File: src/rtl/iitb_pkg.sv
// Shared IITB-RISC definitions: datapath width, fetch FSM encoding and reset PC.
package iitb_pkg;

    localparam int WORD_W = 16;
    localparam logic [WORD_W-1:0] RESET_PC = '0;

    typedef enum logic [1:0] {
        ST_BOOT,
        ST_FETCH,
        ST_FULL,
        ST_DRAIN
    } fetch_state_e;

endpackage

File: src/rtl/fetch_skid.sv
// One-entry skid buffer holding a fetched instruction that IF/ID could not take yet.
module fetch_skid #(
    parameter int WORD_W = iitb_pkg::WORD_W
) (
    input  logic              clk,
    input  logic              rst_n,
    input  logic              load,
    input  logic              pop,
    input  logic              flush,
    input  logic [WORD_W-1:0] load_instr,
    input  logic [WORD_W-1:0] load_pc,
    output logic              valid,
    output logic [WORD_W-1:0] instr,
    output logic [WORD_W-1:0] pc
);

    // NOTE: sequential state is always written with <= so every register samples
    // pre-edge values; blocking = here would create order-dependent simulation races.
    always_ff @(posedge clk or negedge rst_n) begin
        if (!rst_n) begin
            valid <= 1'b0;
        end else if (flush) begin
            valid <= 1'b0;
        end else if (load) begin
            valid <= 1'b1;
        end else if (pop) begin
            valid <= 1'b0;
        end
    end

    // NOTE: the payload has no reset; valid qualifies it, and leaving data
    // registers unreset keeps them off the reset tree.
    always_ff @(posedge clk) begin
        if (load) begin
            instr <= load_instr;
            pc    <= load_pc;
        end
    end

endmodule

File: src/rtl/fetch_stage.sv
// IITB-RISC instruction fetch: PC register, imem request handshake, skid buffer and IF/ID register.
module fetch_stage #(
    parameter int                WORD_W   = iitb_pkg::WORD_W,
    parameter logic [WORD_W-1:0] RESET_PC = iitb_pkg::RESET_PC
) (
    input  logic              clk,
    input  logic              rst_n,
    input  logic [WORD_W-1:0] new_pc,
    input  logic              redirect,
    output logic [WORD_W-1:0] pc_p1,
    input  logic              stall,
    output logic              imem_req,
    output logic [WORD_W-1:0] imem_addr,
    input  logic              imem_ready,
    input  logic [WORD_W-1:0] imem_rdata,
    output logic              if_id_valid,
    output logic [WORD_W-1:0] if_id_instr,
    output logic [WORD_W-1:0] if_id_pc,
    output logic [WORD_W-1:0] if_id_pc_p1
);

    import iitb_pkg::*;

    fetch_state_e      state;
    logic [WORD_W-1:0] pc;
    logic [WORD_W-1:0] req_addr;
    logic              slot_free;

    logic              skid_load;
    logic              skid_pop;
    logic              skid_flush;
    logic              skid_valid;
    logic [WORD_W-1:0] skid_instr;
    logic [WORD_W-1:0] skid_pc;

    assign pc_p1     = pc + WORD_W'(1);
    assign imem_addr = req_addr;
    assign slot_free = !if_id_valid || !stall;

    // NOTE: every always_comb output gets a default first so no path leaves it
    // unassigned, which would otherwise infer a latch.
    always_comb begin
        skid_load  = 1'b0;
        skid_pop   = 1'b0;
        skid_flush = 1'b0;
        case (state)
            ST_FETCH: skid_load  = !redirect && imem_ready && !slot_free;
            ST_FULL: begin
                skid_flush = redirect;
                skid_pop   = !redirect && slot_free;
            end
            default: ;
        endcase
    end

    fetch_skid #(
        .WORD_W(WORD_W)
    ) u_skid (
        .clk       (clk),
        .rst_n     (rst_n),
        .load      (skid_load),
        .pop       (skid_pop),
        .flush     (skid_flush),
        .load_instr(imem_rdata),
        .load_pc   (pc),
        .valid     (skid_valid),
        .instr     (skid_instr),
        .pc        (skid_pc)
    );

    always_ff @(posedge clk or negedge rst_n) begin
        if (!rst_n) begin
            state       <= ST_BOOT;
            pc          <= RESET_PC;
            req_addr    <= RESET_PC;
            imem_req    <= 1'b0;
            if_id_valid <= 1'b0;
            if_id_instr <= '0;
            if_id_pc    <= '0;
            if_id_pc_p1 <= '0;
        end else begin
            case (state)
                ST_BOOT: begin
                    state    <= ST_FETCH;
                    imem_req <= 1'b1;
                end

                ST_FETCH: begin
                    if (redirect) begin
                        pc          <= new_pc;
                        if_id_valid <= 1'b0;
                        // Without a response the stale address must stay on the bus.
                        if (imem_ready) begin
                            req_addr <= new_pc;
                        end else begin
                            state <= ST_DRAIN;
                        end
                    end else if (imem_ready && slot_free) begin
                        if_id_valid <= 1'b1;
                        if_id_instr <= imem_rdata;
                        if_id_pc    <= pc;
                        if_id_pc_p1 <= pc_p1;
                        pc          <= new_pc;
                        req_addr    <= new_pc;
                    end else if (imem_ready) begin
                        pc       <= new_pc;
                        state    <= ST_FULL;
                        imem_req <= 1'b0;
                    end else if (slot_free) begin
                        if_id_valid <= 1'b0;
                    end
                end

                ST_FULL: begin
                    if (redirect) begin
                        if_id_valid <= 1'b0;
                        pc          <= new_pc;
                        req_addr    <= new_pc;
                        state       <= ST_FETCH;
                        imem_req    <= 1'b1;
                    end else if (slot_free) begin
                        if_id_valid <= skid_valid;
                        if_id_instr <= skid_instr;
                        if_id_pc    <= skid_pc;
                        if_id_pc_p1 <= skid_pc + WORD_W'(1);
                        req_addr    <= pc;
                        state       <= ST_FETCH;
                        imem_req    <= 1'b1;
                    end
                end

                ST_DRAIN: begin
                    if (redirect) begin
                        pc <= new_pc;
                    end
                    if (redirect || slot_free) begin
                        if_id_valid <= 1'b0;
                    end
                    if (imem_ready) begin
                        req_addr <= redirect ? new_pc : pc;
                        state    <= ST_FETCH;
                    end
                end

                default: begin
                    state    <= ST_BOOT;
                    imem_req <= 1'b0;
                end
            endcase
        end
    end

endmodule

File: config.mk
export PLATFORM = sky130hd
export DESIGN_NAME = fetch_stage
export DESIGN_NICKNAME = d
export VERILOG_FILES = /design/src/rtl/iitb_pkg.sv /design/src/rtl/fetch_skid.sv /design/src/rtl/fetch_stage.sv
export SDC_FILE = /design/constraint.sdc
export NUM_CORES = 1
export LEC_CHECK = 0
export BUFFER_PORTS_ARGS = -buffer_cell sky130_fd_sc_hd__buf_2
export CAP_MARGIN = 20
export CORE_MARGIN = 1.5
export CORE_UTILIZATION = 45
export DETAILED_ROUTE_END_ITERATION = 7
export PLACE_DENSITY = 0.74
export SYNTH_ARGS = -nofsm -noshare
export SYNTH_HDL_FRONTEND = slang
export SYNTH_SLANG_ARGS = --single-unit
File: constraint.sdc
create_clock -name clk -period 3.73 [get_ports clk]
set_clock_uncertainty 0.05 [all_clocks]
set_input_delay 0.373 -clock clk [delete_from_list [all_inputs] [get_ports clk]]
set_output_delay 0.373 -clock clk [all_outputs]
set_load 0.01 [all_outputs]
Yosys cells after proc, flatten, opt, wreduce, memory -nomap -nowiden. Cells that the tools add are included.

Output and inout port bits: 82. Input port bits: 37. Register bits: 117.

Add/sub/neg operators: 2. Reductions and logical operators: 23. Muxes and demuxes: 54. Eq/ne operators: 20.

Operators with widths (count): 2-to-1 mux 16 bit (21); one-hot mux 16 bit (2 select lines) (4); one-hot mux 16 bit (3 select lines) (1); adder 16 x 1 -> 16 bit (second input constant) (2); AND reduction 5 bit (5); 2-to-1 mux 1 bit (18); inequality test 3 bit (second input constant) (6); inequality test 2 bit (second input constant) (8); 2-to-1 mux 2 bit (7); inequality test 4 bit (second input constant) (3); nonzero test 3 bit (3); one-hot mux 2 bit (4 select lines) (1); one-hot mux 1 bit (3 select lines) (2); == test 2 bit (second input constant) (2); logical AND 1 bit (4); zero test 1 bit (4); nonzero test 2 bit (2); == test 2 x 1 -> 1 bit (second input constant) (1); zero test 2 bit (1); logical OR 1 bit (2); AND reduction 2 bit (1); OR reduction 2 bit (1).

Depth between registers and ports, before layout.
Depth after elaboration: 7. Depth in mapped cells: 8. Depth with buffers taken out: 6.

By module. Synthesis repeated with hierarchy kept, for this count alone.

Cell total of the unflattened synthesis: 478. Area total of the unflattened synthesis: 5345.1 sq um.

Modules (own cells, without submodules): fetch_stage (times used 1, area each 4340.4 sq um, cells each 442, seq. area each 2102.0 sq um); fetch_skid (times used 1, area each 1004.7 sq um, cells each 36, seq. area each 985.9 sq um).

Worst setup path after synthesis. Ideal clock, no wire load.

Path kind: register to register. From: reg state[1]. To: reg u_skid.instr[0], enable pin. Arrival time: 2.985 ns. Data required time: 3.214 ns. Period minus slack after synthesis: 3.501 ns. Cell stages (with the launch flop): 5. Setup slack: 0.229 ns. Path buffers: 1. Setup time: 0.466 ns. Cells stage by stage: dfrtp_1 buf_6 nor2b_4 nand2_1 nor3_1.

Word-level cells in the longest chain between the ends: 2.

RTL lines: start: declaration (RTL line fetch_stage.sv:24) `fetch_state_e state;`; start signal: assignment (RTL line fetch_stage.sv:73) `state <= ST_BOOT;`; start signal: assignment (RTL line fetch_stage.sv:84) `state <= ST_FETCH;`; start signal: assignment (RTL line fetch_stage.sv:96) `state <= ST_DRAIN;`; == test 2 x 1 -> 1 bit (RTL line fetch_stage.sv:46) `case (state)`; 2-to-1 mux 1 bit (RTL line fetch_stage.sv:46); named net skid_load (RTL line fetch_stage.sv:29) `logic skid_load;`; end signal: assignment (RTL line fetch_skid.sv:35) `instr <= load_instr;`; end: declaration (RTL line fetch_skid.sv:13) `output logic [WORD_W-1:0] instr,`.

The timed path passes the listed nets, and every way through them passes these cells. A chain may end at the register's enable or synchronous reset.

Worst setup path in the final report.
From: reg pc[1]. To: out pc_p1[14].

Word-level cells in the longest chain between the ends: 1.

RTL lines: start: declaration (RTL line fetch_stage.sv:25) `logic [WORD_W-1:0] pc;`; start signal: assignment (RTL line fetch_stage.sv:90) `pc <= new_pc;`; start signal: assignment (RTL line fetch_stage.sv:103) `pc <= new_pc;`; start signal: assignment (RTL line fetch_stage.sv:106) `pc <= new_pc;`; adder 16 x 1 -> 16 bit (RTL line fetch_stage.sv:36) `assign pc_p1 = pc + WORD_W'(1);`; end: declaration (RTL line fetch_stage.sv:10) `output logic [WORD_W-1:0] pc_p1,`.

Every way passes these cells.

==> impl_metrics.py <==
metrics = {
    "outcome": {
        "status": "finished clean",
    },
    "floorplanning": {
        "start_util_pct": 46.3,
        "core-area_mm2": 0.0115,
        "dieWidth_um": 112,
        "dieHeight_um": 112,
        "io_pins": 119,
        "die-area_mm2": 0.0125,
        "core.rowCount": 39,
    },
    "final_layout": {
        "fill_cells": 937,
        "drive_gt1_share_pct": 29.0,
        "finish.utilization_pct": 57.2,
        "regArea_mm2": 0.00309,
        "area_growth_pct": 23.6,
        "multi_input_area_mm2": 0.00206,
        "final_cell_mix": "buf_2, dfrtp_1, nand2_1",
        "final_cell_count_no_fill": 740,
        "design_area_mm2": 0.00656,
        "final_nets": 623,
        "mostFrequentLayoutCell": "buf_2",
        "diodes": 0,
    },
    "global_routing": {
        "grt_pass1_vias": 3775,
        "grt_use_total_pct": 20.2,
        "grt_pass1_wl_um": 19800,
        "met2_usage_pct": 29.6,
        "met1_usage_pct": 28.5,
        "antenna_found_initial": 0,
        "grt_overflow": 0,
        "grt_busiest_layer": "met2",
        "use_met3_pct": 5.50,
        "grt_max_degree": 86,
    },
    "worst_setup_path": {
        "path_class": "reg2out",
        "cp-end-kind": "primary output",
        "crit_fanout": 7,
        "cp_data_arrival_time_ps": 2190,
        "worstPathRequired_ps": 3310,
        "setup.worst_path.start_class": "register",
    },
    "synth": {
        "syn_nets": 510,
        "synthArstFlopShare_pct": 72.6,
        "ys.warnings.count": 0,
        "ys_ff_latch": 117,
        "synth_edf_count": 32,
        "ys.flop_type": "dfrtp_1",
        "ys_types": 47,
        "syn_avg_cell_area_um2": 11.3,
        "syn_inst": 471,
        "yosysSeqAreaShare_pct": 58.2,
        "synthesis.area_mm2": 0.00531,
    },
    "timing": {
        "slew_viol_final": 0,
        "max_freq_mhz": 383,
        "setup_viol": 0,
        "fin_tns_setup_ps": 0,
        "rsz0062_at_grt": "false",
        "layout_min_cycle_time_ps": 2610,
        "relSlewSlack_pct": 36.3,
        "finalHoldViolations": 0,
        "worst_pin_slew_ps": 956,
        "period_share_pct": 70.0,
        "holdWs_ps": 110,
    },
    "pwr": {
        "swShare_pct": 28.2,
        "pwr-share-comb_pct": 18.1,
        "power.switching_uw": 1080,
        "pwr-share-clk_pct": 38.1,
        "p_seq_share_pct": 43.8,
        "power.density_mw_per_mm2": 585,
        "p_int_uw": 2760,
        "total_leakage_power_uw": 0.00290,
        "vdd_drop_max_v": 0.000359,
    },
    "detailed_routing": {
        "dr.first_iter.drc_count": 275,
        "wl_per_cell_um": 16.6,
        "num_vias": 3947,
        "drc_errors": 0,
        "final_antenna_net_count": 0,
        "dr.pass1.iters": 5,
        "via_per_inst": 5.33,
        "wl_um": 12300,
    },
    "clocking": {
        "cts_root_buffer": "clkbuf_16",
        "cts_tree": "done",
        "cts_resized": 0,
        "postCtsHoldBufs": 0,
        "clockBufferDepth": 2,
        "path_clk_slew_ps": 50,
        "cts_sinks": 117,
        "htree_levels": 4,
        "cts_buffers": 17,
        "clk_latency_ps": 410,
        "postCtsSetupBuffers": 0,
    },
    "placement": {
        "placed_area_mm2": 0.00599,
        "gp_congestion": 0.815,
        "port-buffer-count": 118,
        "dp.cells": 706,
        "dpl.hpwl_um": 8520,
    },
    "job": {
        "drv_cap": 0,
    },
    "min_path": {
        "hp-class": "in2reg",
    },
}
[critical path: stages (launching register included)]
cell and delay, ps:
dfrtp_1 470, ha_1 250, nand3_1 210, nor4_1 440, xor2_1 250, buf_2 170
[power by group through the flow]
stage / logic (uW) / registers, uW / clock network, uW
after CTS: 700 / 1680 / 1490
after global placement: 684 / 1690 / 0
after detailed placement: 697 / 1700 / 0
after global routing: 767 / 1710 / 1550
final: 694 / 1680 / 1460
after floorplan: 293 / 1750 / 0
[cell usage after synthesis (2+ instances only)]
library cell   n  share of area [%]
and3_1         2               0.24
mux2_2        16                3.4
nand4_2        2               0.47
edfxtp_1      32                 18
xnor2_1       14                2.3
buf_2         13                1.2
inv_1          7               0.50
nor3_1         7               0.66
xor2_1         9                1.5
nand3_1        7               0.66
a21oi_1       11                1.0
dfrtp_1       85                 40
o31ai_1        2               0.28
buf_1          2               0.14
nand2_1       73                5.2
nand2b_1       2               0.24
a31oi_1        2               0.24
mux2i_1       50                9.4
nand4_1        7               0.83
nand3_2        2               0.38
clkbuf_1      13               0.92
ha_1           2               0.47
o21ai_0       68                6.4
and4_1         4               0.66
nor2_1        15                1.1
nor4_1         3               0.35
[per-layer routing]
metal	up-vias	share of wire (%)
li1	1900	-
met1	1874	47
met2	153	45
met3	20	6.8
met4	0	1.9
met5	-	0
[cells by family after synthesis]
group                      synth area share [%]
and+or+nand+nor                            11.6
xor gates and xnor gates                   3.80
muxes                                      12.8
DFF                                        58.2
adders and majority gates                 0.471
buffers and inverters                      3.23
AOI/OAI and AO/OA                          9.95
[per-stage QoR]
step                      setup slack [ps]  total power (uW)
after CTS                             1130              3870
after global placement                1340              2370
after global routing                   969              4030
after detailed placement              1260              2400
final                                 1120              3840
after floorplan                        229              2050
[final cells by class]
type	count	share of cell area [%]
clock inverter	3	0.229
timing repair buffer	125	10.2
multi-input combinational	316	31.4
clock buffer	29	7.95
tap	143	2.73
sequential	117	47.1
inverter	7	0.401
[final timing paths]
path                                 from         endpoint  slack (ps)  depth (start not counted)
min                         imem_rdata[2]  u_skid.instr[2]         110                          1
min in group asynchronous           rst_n  if_id_instr[14]         430                          2
max                                 pc[1]        pc_p1[14]        1120                          5
max reg2reg                      state[0]  if_id_pc_p1[15]        1230                          5
max in group asynchronous           rst_n    imem_addr[12]        2560                          3
min reg2reg                if_id_pc_p1[8]   if_id_pc_p1[8]         420                          2
[flip-flops by register name, indices dropped and copies added (netlist names)]
name / cells
u_skid.valid: 1
imem_addr: 16
pc: 16
imem_req: 1
if_id_pc_p1: 16
if_id_instr: 16
if_id_valid: 1
u_skid.instr: 16
if_id_pc: 16
state: 2
u_skid.pc: 16
Note: power is estimated with default switching activity, not from simulation.
